### src/rtl/branch_predictor_pkg.sv
// Shared fetch-path definitions: address bus width, reset PC and the
// 2-bit branch-direction counter encodings used by the predictor.
package branch_predictor_pkg;

    localparam int unsigned INST_ADDR_BUS = 32;
    localparam logic [INST_ADDR_BUS-1:0] RESET_PC = 32'h0000_0000;

    typedef enum logic [1:0] {
        CNT_SN = 2'b00,
        CNT_WN = 2'b01,
        CNT_WT = 2'b10,
        CNT_ST = 2'b11
    } cnt_e;

endpackage

### src/rtl/bp_counter2.sv
// Next-state function of a 2-bit saturating direction counter; unconditional
// jumps pin the counter to strongly-taken.
module bp_counter2
    import branch_predictor_pkg::*;
(
    input  logic [1:0] cnt_i,
    input  logic       taken_i,
    input  logic       uncond_i,
    output logic [1:0] cnt_o
);

    // Saturating increment/decrement with the unconditional override first.
    always_comb begin
        cnt_o = cnt_i;
        if (uncond_i) begin
            cnt_o = CNT_ST;
        end else if (taken_i) begin
            if (cnt_i != CNT_ST) begin
                cnt_o = cnt_i + 2'd1;
            end else begin
                cnt_o = cnt_i;
            end
        end else begin
            if (cnt_i != CNT_SN) begin
                cnt_o = cnt_i - 2'd1;
            end else begin
                cnt_o = cnt_i;
            end
        end
    end

endmodule

### src/rtl/branch_predictor.sv
// Direct-mapped BTB with 2-bit counters: combinational next-PC prediction
// from the fetch PC and single-entry update from resolved branches.
module branch_predictor
    import branch_predictor_pkg::*;
#(
    parameter int BTB_ENTRIES = 16
) (
    input  logic                     clk_i,
    input  logic                     rst_i,
    input  logic [INST_ADDR_BUS-1:0] pc_i,
    output logic [INST_ADDR_BUS-1:0] next_pc_o,
    output logic                     next_branch_o,
    input  logic                     upd_valid_i,
    input  logic [INST_ADDR_BUS-1:0] upd_pc_i,
    input  logic                     upd_taken_i,
    input  logic [INST_ADDR_BUS-1:0] upd_target_i,
    input  logic                     upd_uncond_i
);

    localparam int IDX_W  = $clog2(BTB_ENTRIES);
    localparam int WORD_W = INST_ADDR_BUS - 2;
    localparam int TAG_W  = WORD_W - IDX_W;

    logic [BTB_ENTRIES-1:0]   valid_r;
    logic [TAG_W-1:0]         tag_r    [BTB_ENTRIES];
    logic [INST_ADDR_BUS-1:0] target_r [BTB_ENTRIES];
    logic [1:0]               cnt_r    [BTB_ENTRIES];

    // Byte-offset bits never take part in indexing or tagging.
    logic [WORD_W-1:0] look_word_s;
    logic [WORD_W-1:0] upd_word_s;
    logic [IDX_W-1:0]  look_idx_s;
    logic [TAG_W-1:0]  look_tag_s;
    logic [IDX_W-1:0]  upd_idx_s;
    logic [TAG_W-1:0]  upd_tag_s;
    logic              look_hit_s;
    logic              upd_hit_s;
    logic [1:0]        upd_cnt_s;

    assign look_word_s = WORD_W'(pc_i >> 2);
    assign upd_word_s  = WORD_W'(upd_pc_i >> 2);
    assign look_idx_s  = look_word_s[IDX_W-1:0];
    assign look_tag_s  = look_word_s[WORD_W-1:IDX_W];
    assign upd_idx_s   = upd_word_s[IDX_W-1:0];
    assign upd_tag_s   = upd_word_s[WORD_W-1:IDX_W];
    assign upd_hit_s   = valid_r[upd_idx_s] && (tag_r[upd_idx_s] == upd_tag_s);

    bp_counter2 u_counter (
        .cnt_i    (cnt_r[upd_idx_s]),
        .taken_i  (upd_taken_i),
        .uncond_i (upd_uncond_i),
        .cnt_o    (upd_cnt_s)
    );

    // Lookup reads stored state only, so a same-cycle update is not bypassed.
    always_comb begin
        look_hit_s    = valid_r[look_idx_s] && (tag_r[look_idx_s] == look_tag_s);
        next_branch_o = 1'b0;
        next_pc_o     = pc_i + 32'd4;
        if (look_hit_s && cnt_r[look_idx_s][1]) begin
            next_branch_o = 1'b1;
            next_pc_o     = target_r[look_idx_s];
        end else begin
            next_branch_o = 1'b0;
            next_pc_o     = pc_i + 32'd4;
        end
    end

    // Table update: train on hit, allocate on taken miss, ignore not-taken miss.
    always_ff @(posedge clk_i or posedge rst_i) begin
        if (rst_i) begin
            for (int i = 0; i < BTB_ENTRIES; i++) begin
                valid_r[i]  <= 1'b0;
                cnt_r[i]    <= CNT_WN;
                tag_r[i]    <= '0;
                target_r[i] <= '0;
            end
        end else if (upd_valid_i) begin
            if (upd_hit_s) begin
                cnt_r[upd_idx_s] <= upd_cnt_s;
                if (upd_taken_i) begin
                    target_r[upd_idx_s] <= upd_target_i;
                end
            end else if (upd_taken_i) begin
                valid_r[upd_idx_s]  <= 1'b1;
                tag_r[upd_idx_s]    <= upd_tag_s;
                target_r[upd_idx_s] <= upd_target_i;
                cnt_r[upd_idx_s]    <= upd_uncond_i ? CNT_ST : CNT_WT;
            end
        end
    end

endmodule

### config.mk
export PLATFORM = sky130hd
export DESIGN_NAME = branch_predictor
export DESIGN_NICKNAME = d
export VERILOG_FILES = /design/src/rtl/branch_predictor_pkg.sv /design/src/rtl/bp_counter2.sv /design/src/rtl/branch_predictor.sv
export SDC_FILE = /design/constraint.sdc
export NUM_CORES = 2
export LEC_CHECK = 0
export ABC_CLOCK_PERIOD_IN_PS = 35400
export CORE_MARGIN = 2
export CORE_UTILIZATION = 62
export DETAILED_ROUTE_END_ITERATION = 8
export PLACE_DENSITY = 0.8
export SYNTH_ARGS = -nofsm -noshare
export SYNTH_HDL_FRONTEND = slang
export SYNTH_SLANG_ARGS = --single-unit
export TNS_END_PERCENT = 50
### constraint.sdc
create_clock -name clk_i -period 35.4 [get_ports clk_i]
set_input_delay 3.54 -clock clk_i [delete_from_list [all_inputs] [get_ports clk_i]]
set_output_delay 3.54 -clock clk_i [all_outputs]
set_load 0.005 [all_outputs]
* Word-level counts from Yosys, hierarchy flattened
Cells that the tools add are included.
** Word-level totals
- Register bits :: 976
- Bits of input ports :: 101
- Output and inout port bits :: 33
- Word-level logic and storage cells :: 115
** Operators by class
- $add $sub $neg :: 3
- Order comparisons :: 6
- Eq/ne operators :: 3
- Multiplexer cells :: 40
- Bitwise logic cells :: 4
- Reductions and logical operators :: 10
** Operators by type and width (count)
- bitwise mux 512 bit :: 1
- bitwise mux 416 bit :: 1
- binary-select mux 26 bit (select 4 bit) :: 2
- 2-to-1 mux 32 bit :: 6
- 2-to-1 mux 26 bit :: 5
- binary-select mux 32 bit (select 4 bit) :: 1
- demux 32 bit (select 4 bit) :: 1
- demux 26 bit (select 4 bit) :: 1
- bitwise mux 32 bit :: 2
- equality test 26 bit :: 2
- adder 32 x 3 -> 32 bit (second input constant) :: 1
- 2-to-1 mux 2 bit :: 9
- binary-select mux 2 bit (select 4 bit) :: 2
- OR 16 bit :: 1
- greater-or-equal comparator 5 bit (second input constant) :: 2
- less-than comparator 4 x 5 -> 1 bit (second input constant) :: 2
- NOT 4 -> 5 bit :: 2
- binary-select mux 1 bit (select 4 bit) :: 2
- demux 2 bit (select 4 bit) :: 1
- logical AND 1 bit :: 5
- less-than comparator 5 x 1 -> 1 bit (second input constant) :: 1
- 2-to-1 mux 1 bit :: 5
- demux 1 bit (select 4 bit) :: 1
- greater-or-equal comparator 4 x 1 -> 1 bit (second input constant) :: 1
- other kinds (7) :: 9

* Longest topological paths before layout
- Depth in word-level cells :: 10
- Mapped depth :: 16
- Depth with buffers taken out :: 9

* Modules after synthesis
Synthesis repeated with hierarchy kept, for this count alone.
** Unflattened totals
- Cells, all modules :: 3262
- Area, all modules :: 49832.8 um2
** Modules (own cells, without submodules)
- branch_predictor :: times used 1, cells an instance 3255, area each 49796.5 um2, seq. area each 24443.4 um2
- bp_counter2 :: times used 1, cells an instance 7, area each 36.3 um2, seq. area each 0.0 um2

* Least setup slack after synthesis
OpenSTA, ideal clock, no wires.
- Path kind :: input-to-output
- From :: input port pc_i[2]
- To :: output port next_pc_o[0]
- Data arrival time :: 6.812 ns
- Data required time :: 31.860 ns
- Setup slack :: 25.048 ns
- Stages on the path :: 12
- Buffers on the path :: 5
- Cells stage by stage :: buf_2 > buf_2 > buf_1 > mux4_2 > mux4_2 > xnor2_1 > nand4_1 > nor3_1 > and4_1 > clkbuf_1 > buf_2 > mux2_2
** Between the ends
- Longest elaborated chain between the ends :: 8
- Elaborated cells between the ends (all ways) :: 16
- Classes of those cells :: eq/ne (1); mux (12); bitwise (1); reduce/logical (2)
** Ends and longest elaborated chain
- start, declared :: line branch_predictor.sv:10 : input logic [INST_ADDR_BUS-1:0] pc_i,
- NOT 4 -> 5 bit (implied by the code) :: line branch_predictor.sv:57, branch_predictor.sv:60, branch_predictor.sv:62
- binary-select mux 26 bit (select 4 bit) :: line branch_predictor.sv:57 : look_hit_s = valid_r[look_idx_s] && (tag_r[look_idx_s] == look_tag_s);
- 2-to-1 mux 26 bit (implied by the code) (2 in a row) :: line branch_predictor.sv:57
- equality test 26 bit :: line branch_predictor.sv:57
- logical AND 1 bit :: line branch_predictor.sv:57
- logical AND 1 bit :: line branch_predictor.sv:60 : if (look_hit_s && cnt_r[look_idx_s][1]) begin
- 2-to-1 mux 32 bit (*) :: line branch_predictor.sv:60
- end, declared :: line branch_predictor.sv:11 : output logic [INST_ADDR_BUS-1:0] next_pc_o,
Every way passes the cells marked *; elsewhere a longest branch is shown, timed or not. The select of a mux whose other input is x is not followed.

* Worst setup path in the final report
- From :: input port pc_i[2]
- To :: output port next_pc_o[14]
The elaborated chain is that of the path after synthesis.

==> results by group <==
Power and ir drop
  • Clock group share of total power: a little over a third
  • PD cells: between 50 and 60 nW/µm²
  • Gate power share: 18.7%
  • Psw: roughly 870 µW
  • Int Power: 2420 µW
  • Worst ir drop on vdd: 0.0000446 V
  • Register share of total power: 45.0%
  • Leak: 0.0239 µW
  • Sw Share: between 20% and 30%

Die
  • Starting density of the core: 62.7%
  • # IOs: 134
  • Die height: 287 µm
  • Die Wd: ~290 µm
  • Core Box Area: approximately 80,000 µm²
  • FP Rows: 103
  • Die outline area: slightly above 80,000 µm²

Worst setup path
  • Reg-to-reg endpoint: tag_r[361]
  • WP data required: approximately 32 ns
  • CP endpoint kind: output pin
  • CP Data Arrival Time: approximately 9.5 ns
  • Worst r2r src: tag_r[98]
  • Cell count of the worst reg-to-reg path: 11
  • Max Fanout on Critical Path: roughly 90
  • WS Path Type: in2out
  • Worst setup SP type: input pin
  • Reg2Reg Setup Slack: approximately 31 ns

Routing
  • Avg WL per Cell: around 30 µm
  • 1st-iter DRT viols: between 2,000 and 3,000
  • Final ANT Viol Nets: 0
  • DRC errors left: 0
  • Via density per instance: about 6.9
  • Pre-antenna DRT Iters: 8
  • Drt total wl: between 100,000 and 150,000 µm
  • Via count: between 30,000 and 40,000

Clock tree
  • Post-CTS Setup Bufs: 0
  • Hold_buf cts: 0
  • Clock Path Buffers: 3
  • Clock transition at the registers of the reported paths: 0.06 ns
  • Total CTS buffers: around 100
  • Root Driver: clkbuf_16
  • Clock Latency Late Sink: roughly 0.69 ns
  • H-tree levels: 3
  • CTS sink count: 976
  • CTS tree: done
  • Resized Gates After CTS: 0

STA
  • Peak Freq: just under 80 MHz
  • Max-slew violations: 0
  • Finish-stage setup viols: 0
  • Crit path time final: between 10 and 15 ns
  • Fin. Hold Viols: 0
  • Skew final: 0.0288 ns
  • Setup TNS: 0 ns
  • Tcrit/Tclk final: a little under two fifths
  • Worst Max-Slew Pin Slew: approximately 1.1 ns
  • Slew margin rel.: about a quarter
  • RSZ-0062 raised after global routing: no

Worst hold path
  • Hold Path Class: reg2reg
  • Hold Crit Start: valid_r[3]
  • Depth of the worst hold-timing path: 1
  • Worst hold endpoint: valid_r[3]

Outcome
  • Outcome: complete, no violations

Logic synthesis
  • Fraction of registers with async set/reset: 100%
  • Mapped Cells: around 3,300
  • Register area share after synthesis: 49.3%
  • EDFF count, synth: 0
  • Syn avg cell area: ~15 µm²
  • Ys flop type: dfrtp_1
  • Distinct cells, synth: 67
  • Yosys reg bits: roughly 980
  • Syn Nets: around 3,400
  • Synth Cell Area: ~50,000 µm²
  • Synth Warn #: 0

GRT
  • Number of global-route vias before repair: between 30,000 and 40,000
  • Remaining Overflow, GRT: 0
  • Tot GR Track Use: between 30 and 40%
  • Largest net degree at the start of global routing: around 190
  • Initial antenna violation count: 9
  • First-pass GRT wire length: approximately 200,000 µm

Placement
  • Input/output buffers: about 130
  • RePlAce Congestion: slightly below 0.9
  • HPWL after DPL: approximately 78,000 µm

Layout
  • Fraction of layout instances using a drive strength above 1: a little under half
  • Area Overhead vs Synth: 11.8%
  • Final core occ: 70.1%
  • Nets@finish: approximately 3,400

Flow run
  • Max Cap Viol: 0
==> metrics by stage <==
stage / instance area (µm²) / instances / hold slack (ns) / total power, µW / worst slack, ns
after floorplan: 49500 / 3255 / 0.451 / 1920 / 4.43
after global placement: 51500 / 4203 / 0.468 / 2050 / 22.43
after detailed placement: 51500 / 4203 / 0.483 / 2100 / 22.30
after CTS: 55400 / 4395 / 0.497 / 3290 / 22.32
after global routing: 55400 / 4397 / 0.504 / 3410 / 22.09
final: 55400 / 4403 / 0.498 / 3290 / 22.39
==> placed cells by master (no fill, tap or decap), types with 16 or more instances in the layout <==
| master | n |
|---|---|
| dfrtp_1 | 960 |
| mux2_2 | 811 |
| mux4_2 | 381 |
| mux2_1 | 152 |
| clkdlybuf4s50_1 | 123 |
| clkbuf_16 | 103 |
| mux2i_1 | 87 |
| buf_4 | 65 |
| nand2_1 | 64 |
| xnor2_1 | 60 |
| nor2_1 | 49 |
| a31oi_1 | 33 |
| xor2_1 | 27 |
| and3_1 | 27 |
| a21oi_1 | 26 |
| clkbuf_8 | 26 |
| nand3_1 | 22 |
| nand2b_1 | 20 |
| bufinv_16 | 17 |
| dfstp_2 | 16 |
==> flip-flops by register name, indices dropped and copies added, names as in the netlist <==
name / count
tag_r: 416
cnt_r: 32
target_r: 512
valid_r: 16
==> layer usage <==
metal  routed length, µm  GRT usage [%]  vias up
met5                  47              0        -
met4                6710           15.8        8
met3               10100           6.53      418
met2               64900           53.5     1375
met1               52300           44.4    16400
li1                    -              -    12400
==> cell families after synthesis <==
logic type,share of synthesized area [%]
mux,41.0
compound gates,2.21
simple gates,3.11
flops,49.3
xor+xnor,1.54
fa+ha+maj,0.0455
buf+inv,2.77
==> worst max-delay path by stage <==
stage               startpoint       endpoint  slack [ns]  cells after the start
detailed placement     pc_i[2]  next_pc_o[14]       22.30                     11
CTS                    pc_i[2]  next_pc_o[14]       22.32                     11
global route           pc_i[2]  next_pc_o[14]       22.09                     11
finish                 pc_i[2]  next_pc_o[14]       22.39                     11
floorplan                rst_i      cnt_r[11]        4.43                      1
global placement       pc_i[2]  next_pc_o[14]       22.43                     11
==> power by group through the flow <==
stage	clock, µW	sequential, µW	combinational, µW
2_1_floorplan	0	1450	476
4_1_cts	1200	1470	615
3_5_place_dp	0	1490	610
3_3_place_gp	0	1460	583
6_report	1190	1480	614
5_1_grt	1250	1500	654
==> area by class of cell <==
type | count | area [µm²]
fillers | 4945 | 23600
well taps | 1050 | 1310
repair buffers | 195 | 1830
multi-input cells | 1970 | 23900
clock buffers | 144 | 2990
flip-flops and latches | 976 | 24400
diodes | 8 | 20.0
inverters | 12 | 52.6
clock inverters | 48 | 838
==> critical path, stage by stage <==
cell             delay [ns]
buf_8                  0.46
buf_4                  0.69
buf_12                 0.68
mux4_2                 0.58
mux4_2                 0.55
xnor2_1                0.38
and4_1                 0.23
nor4bb_1               0.25
and4_2                 0.96
mux2_2                 0.41
clkdlybuf4s50_1        0.62
==> synth_stat cells (8+ instances only) <==
master,number,share of area (%)
or2_1,8,0.10
o2bb2ai_1,15,0.27
xnor2_1,60,1.1
mux2_2,811,18
a31oi_1,33,0.42
o211ai_1,10,0.15
dfstp_2,16,0.85
o21ai_0,15,0.15
mux2_1,152,3.5
mux4_2,381,17
nor2b_1,13,0.16
buf_2,59,0.60
a221oi_1,12,0.21
nor3_1,15,0.15
mux2i_1,87,1.8
dfrtp_1,960,48
nand4_1,13,0.16
nand3_1,22,0.22
a22oi_1,15,0.23
inv_1,11,0.083
buf_6,10,0.23
clkbuf_1,177,1.3
buf_1,34,0.26
nor2_2,8,0.10
or2_2,15,0.19
nand2b_1,20,0.25
nor2_1,51,0.39
xor2_1,27,0.48
nand2_1,74,0.56
a21oi_1,26,0.26
buf_4,17,0.26
and3_1,27,0.34
Note: power is estimated with default switching activity, not from simulation.
